File: config.mk
export PLATFORM = sky130hd
export DESIGN_NAME = comp_serial
export DESIGN_NICKNAME = d
export VERILOG_FILES = /design/src/rtl/comp_serial.sv
export SDC_FILE = /design/constraint.sdc
export NUM_CORES = 1
export LEC_CHECK = 0
export ABC_AREA = 1
export BUFFER_PORTS_ARGS = -buffer_cell sky130_fd_sc_hd__buf_4
export CORE_MARGIN = 1
export CORE_UTILIZATION = 48
export CTS_CLUSTER_DIAMETER = 150
export DETAILED_ROUTE_END_ITERATION = 6
export GPL_TIMING_DRIVEN = 1
export PLACE_DENSITY = 0.78
export SYNTH_ARGS = -nofsm -noshare
export SYNTH_HDL_FRONTEND = slang
export SYNTH_SLANG_ARGS = --single-unit
File: constraint.sdc
create_clock -name clk -period 2.4 [get_ports clk]
set_input_delay 0.36 -clock clk [delete_from_list [all_inputs] [get_ports clk]]
set_output_delay 0.36 -clock clk [all_outputs]
set_load 0.02 [all_outputs]
File: src/rtl/comp_serial.sv
// rtl/comp_serial.sv - serial unsigned magnitude comparator, one 2-bit digit per cycle, MSB first
module comp_serial #(
   parameter int WIDTH = 16
) (
   input  logic             clk,
   input  logic             reset,
   input  logic             start,
   input  logic [WIDTH-1:0] A,
   input  logic [WIDTH-1:0] B,
   output logic             busy,
   output logic             done,
   output logic             EQ,
   output logic             GT,
   output logic             LT
);

   localparam int ND = WIDTH / 2;
   localparam int IW = (ND > 1) ? $clog2(ND) : 1;

   typedef enum logic [1:0] {IDLE, RUN, DONE} state_t;

   state_t           state, state_nx;
   logic [WIDTH-1:0] a_r, b_r;
   logic [IW-1:0]    idx;
   logic             eq_r, gt_r;
   logic [1:0]       a_dig, b_dig;
   logic             eq_nx, gt_nx;

   // Select digit pair idx by shifting it down to the bottom two bits
   always_comb begin
      a_dig = 2'(a_r >> {idx, 1'b0});
      b_dig = 2'(b_r >> {idx, 1'b0});
      eq_nx = eq_r;
      gt_nx = gt_r;
      if (a_dig != b_dig) begin
         eq_nx = 1'b0;
         gt_nx = (a_dig > b_dig);
      end
   end

   always_comb begin
      state_nx = state;
      case (state)
         IDLE:    if (start) state_nx = RUN;
         RUN:     if ((a_dig != b_dig) || (idx == '0)) state_nx = DONE;
         DONE:    state_nx = IDLE;
         default: state_nx = IDLE;
      endcase
   end

   always_ff @(posedge clk) begin
      if (reset) state <= IDLE;
      else       state <= state_nx;
   end

   always_ff @(posedge clk) begin
      if (reset) begin
         eq_r <= 1'b0;
         gt_r <= 1'b0;
         EQ   <= 1'b0;
         GT   <= 1'b0;
         LT   <= 1'b0;
      end else begin
         case (state)
            IDLE: begin
               if (start) begin
                  a_r  <= A;
                  b_r  <= B;
                  idx  <= IW'(ND - 1);
                  eq_r <= 1'b1;
                  gt_r <= 1'b0;
                  EQ   <= 1'b0;
                  GT   <= 1'b0;
                  LT   <= 1'b0;
               end
            end
            RUN: begin
               eq_r <= eq_nx;
               gt_r <= gt_nx;
               // Results are captured on the edge that enters DONE and held until the next start
               if (state_nx == DONE) begin
                  EQ <= eq_nx;
                  GT <= gt_nx;
                  LT <= ~eq_nx & ~gt_nx;
               end else begin
                  idx <= idx - 1'b1;
               end
            end
            default: ;
         endcase
      end
   end

   assign busy = (state == RUN);
   assign done = (state == DONE);

endmodule

==> impl_summary.txt <==
----------------------------------------------------
[Outcome]
  Status ... finished, final reports clean

[Timing]
  Period utilisation layout ... 94.5%
  Number of failing setup endpoints in the final timing report ... 0
  Transition time of the tightest slew-check pin ... 0.239 ns
  Count of endpoints failing hold in the final timing report ... 0
  Worst max-slew margin expressed relative to the limit ... 84.1%
  Max Clock Skew ... 0.00583 ns
  Post-layout minimum cycle time ... 2.27 ns
  RSZ-0062 raised after global routing ... false
  Highest Clock Rate ... 0.441 GHz
  Max-slew violations ... 0

[Clock tree]
  Total clock buffers created by CTS ... 5
  Clock latency of the later-clocked register in the worst-skew pair ... 0.29 ns
  CTS tree ... built
  Clock transition at the registers of the reported paths ... 0.07 ns
  Hold-fix buffers, CTS ... 0
  Clock Tree Buf Depth ... 2
  Clock root buffer ... sky130_fd_sc_hd__clkbuf_8
  Sink count of the clock tree ... 42
  Total number of H-tree levels ... 2

[Global route]
  Most used routing layer ... met2
  Vias in the first global route ... 1293
  GR Layer Usage met1 ... 21.6%
  Congestion Overflow GR ... 0
  Number of antenna violations at the first check in global routing ... 0
  Maximum number of pins on one net before global-route repair ... 19
  GRT met3 Usage ... 6.88%
  Grt met2 use ... 31.1%
  Total track usage ... 18.7%
  First-pass GRT wire length ... 5.62 mm

[Cells and area]
  Area taken by flip-flops and latches ... 0.00119 sq mm
  Share of layout cells above drive strength 1 ... 36.2%
  Area of all placed cells without fillers ... 0.00233 sq mm
  Final-stage net count ... 252
  Filler cell count ... 283
  Combined area of the multi-input logic cells ... 542 sq um
  Signed area change from the synthesized netlist to the final layout ... 28.3%
  Leading cell type in the layout, fill and taps excluded ... sky130_fd_sc_hd__buf_4
  Number of antenna cells inserted ... 0
  Post-Route Utilization ... 67.2%
  Most used cells in the layout excluding fill and tap cells ... 46 x sky130_fd_sc_hd__buf_4, 35 x sky130_fd_sc_hd__edfxtp_1, 26 x sky130_fd_sc_hd__nor2_1, 21 x sky130_fd_sc_hd__nand2_1, 12 x sky130_fd_sc_hd__o21ai_0

[Worst setup path]
  Startpoint class of the critical path ... register
  Worst Setup Path Type ... register to register
  Endpoint class of the critical path ... register
  Peak per-stage delay on the critical path ... 0.41 ns
  Critical path arrival ... 2.27 ns
  Highest-delay cell along the critical path ... sky130_fd_sc_hd__edfxtp_1
  Required time worst endpoint ... 2.41 ns
  Largest fanout on the critical path ... 9
  Cell Chain, Critical Path ... buf_4, clkinv_4, buf_6, nor2_1, o211ai_1, nand2_1, ha_1, nand2_1, inv_2, nand2_2, nand2_4, nand2_2, nor2_4
  Critical path buffer and inverter count ... 4
  Kind of cell with the highest combined delay on the critical path ... simple AND/OR/NAND/NOR gates

[Place]
  # port buffers ... 39
  Hpwl dp ... 2.43 mm
  Placement Cell Area ... 0.00215 sq mm
  Placer Congestion ... 0.839

[Synthesis]
  Gate count of the mapped netlist ... 161
  Count of yosys warnings during synthesis ... 0
  Cell variety after synth ... 27
  Leading area contributor after synthesis ... sky130_fd_sc_hd__edfxtp_1
  Synthesis-stage register bit count ... 42
  Top cells by area, synth ... sky130_fd_sc_hd__edfxtp_1 58%, sky130_fd_sc_hd__dfxtp_1 7.7%, sky130_fd_sc_hd__nor2_1 5.8%, sky130_fd_sc_hd__nand2_1 4.5%, sky130_fd_sc_hd__o21ai_0 3.3%
  Share of Yosys cell area claimed by the top area cell type ... 57.8%
  Share of synthesized area occupied by flip-flops and latches ... 65.5%
  Post-synthesis instance area ... 0.00182 sq mm
  Nets in the synthesized netlist ... 200
  Per-instance average area after synthesis ... 11.3 sq um

[Route]
  First DRT Iteration DRCs ... 72
  Post-route DRC violation count ... 0
  Via density per instance ... 5.02
  DRT Pass-1 Iters ... 4
  Via total after detailed routing ... 1301
  Average wire per standard cell ... 13.4 microns
  Post-Route WL ... 3.48 mm
  Number of routed nets with antenna violations ... 0

[Floorplan]
  Die height ... 63.5 microns
  Std-Cell Core Area ... 0.00347 sq mm
  DIE AREA ... 0.00404 sq mm
  Die width ... 63.5 microns
  Top Ports ... 40
  Initial standard-cell utilization of the core ... 52.4%
  Number of placement rows ... 21

[Pwr]
  Net switching power ... 422 uW
  Reported leakage power ... 0.000954 uW
  Share of total power in combinational logic ... 20.2%
  Internal cell power ... 1190 uW
  Worst vdd ir ... 0.462 mV
  Clk network pwr share ... 25.6%
  Power per cell area ... 692 mW/mm^2
  Switching share of power ... 26.1%
  Reg power frac ... 54.2%

[Flow run]
  Reported max-cap violation count ... 0

[Worst hold path]
  Hold WC Path Type ... input port to register

----------------------------------------------------
cells in the mapped netlist:
library cell / n
sky130_fd_sc_hd__a211oi_1: 1
sky130_fd_sc_hd__a21oi_1: 1
sky130_fd_sc_hd__a21oi_2: 1
sky130_fd_sc_hd__buf_2: 1
sky130_fd_sc_hd__buf_4: 2
sky130_fd_sc_hd__buf_6: 2
sky130_fd_sc_hd__dfxtp_1: 7
sky130_fd_sc_hd__edfxtp_1: 35
sky130_fd_sc_hd__ha_1: 4
sky130_fd_sc_hd__inv_1: 8
sky130_fd_sc_hd__inv_2: 5
sky130_fd_sc_hd__inv_4: 1
sky130_fd_sc_hd__nand2_1: 22
sky130_fd_sc_hd__nand2_2: 3
sky130_fd_sc_hd__nand2_4: 1
sky130_fd_sc_hd__nand3_1: 5
sky130_fd_sc_hd__nand3b_1: 1
sky130_fd_sc_hd__nand4_1: 2
sky130_fd_sc_hd__nor2_1: 28
sky130_fd_sc_hd__nor2_2: 3
sky130_fd_sc_hd__nor2_4: 1
sky130_fd_sc_hd__nor2_8: 1
sky130_fd_sc_hd__o211ai_1: 4
sky130_fd_sc_hd__o21ai_0: 12
sky130_fd_sc_hd__o21ai_1: 8
sky130_fd_sc_hd__o21ai_2: 1
sky130_fd_sc_hd__or2_2: 1
registers in the layout (all words and copies together), names as in the netlist:
register  flops
EQ            1
GT            1
LT            1
a_r          16
b_r          16
eq_r          1
gt_r          1
idx           3
state         2
cell families (layout without fill, tap and decap cells):
| group | Yosys count | after routing | synth area share [%] |
|---|---|---|---|
| AND/OR/NAND/NOR | 68 | 68 | 17.6 |
| AO/OA/AOI/OAI | 28 | 28 | 8.81 |
| adder cells (fa/ha/maj) | 4 | 4 | 2.75 |
| flip-flops | 42 | 42 | 65.5 |
| buffers and inverters | 19 | 71 | 5.37 |
power groups by stage:
stage | logic [uW] | registers [uW] | clock network (uW)
5_1_grt | 357 | 880 | 460
6_report | 326 | 875 | 413
4_1_cts | 283 | 881 | 418
3_3_place_gp | 264 | 895 | 0
3_5_place_dp | 275 | 898 | 0
2_1_floorplan | 182 | 891 | 0
per-stage QoR:
stage / std cells / setup WS, ns / hold slack, ns / power [uW] / setup TNS [ns]
global route: 259 / 0.00791 / 0.229 / 1700 / 0
finish: 259 / 0.132 / 0.245 / 1610 / 0
CTS: 252 / 0.0191 / 0.241 / 1580 / 0
global placement: 244 / 0.0646 / 0.462 / 1160 / 0
floorplan: 161 / 0.262 / 0.422 / 1070 / 0
detailed placement: 244 / -0.0585 / 0.464 / 1170 / -0.176
repair_timing:
action,CTS,global route
hold endpoints to repair,0,0
setup buffers,1,7
cloned,0,0
setup endpoints to repair,3,3
pin swaps,0,1
gates resized for setup,1,6
worst paths after layout:
| kind | start | to | slack [ns] | cells past startpoint |
|---|---|---|---|---|
| hold / removal | B[10] | b_r[10]$_DFFE_PP_ | 0.24 | 1 |
| setup reg to reg | idx[0]$_SDFFCE_PN1P_ | idx[0]$_SDFFCE_PN1P_ | 0.13 | 13 |
| hold reg to reg | gt_r$_SDFFE_PP0P_ | gt_r$_SDFFE_PP0P_ | 0.47 | 2 |
| setup / recovery | idx[0]$_SDFFCE_PN1P_ | idx[0]$_SDFFCE_PN1P_ | 0.13 | 13 |
layer usage:
metal	vias up	share of wire [%]
met4	0	1.8
met5	-	0
met2	33	53
met1	608	41
li1	653	-
met3	7	4.1
final cells by class:
cell class / count / share of cell area [%]
Tap cell: 46 / 2.47
Multi-Input combinational cell: 100 / 23.2
Sequential cell: 42 / 51.1
Inverter: 14 / 2.47
Clock buffer: 7 / 3.27
Timing Repair Buffer: 50 / 17.5
worst reg2reg max path: cells and delay by family (launching register included):
kind	cells	cell delay (ns)
adders and majority gates	1	0.29
AOI/OAI and AO/OA	1	0.18
DFF	1	0.41
buffers and inverters	4	0.51
and+or+nand+nor	7	0.59
Power figures use the tool's default switching activity.
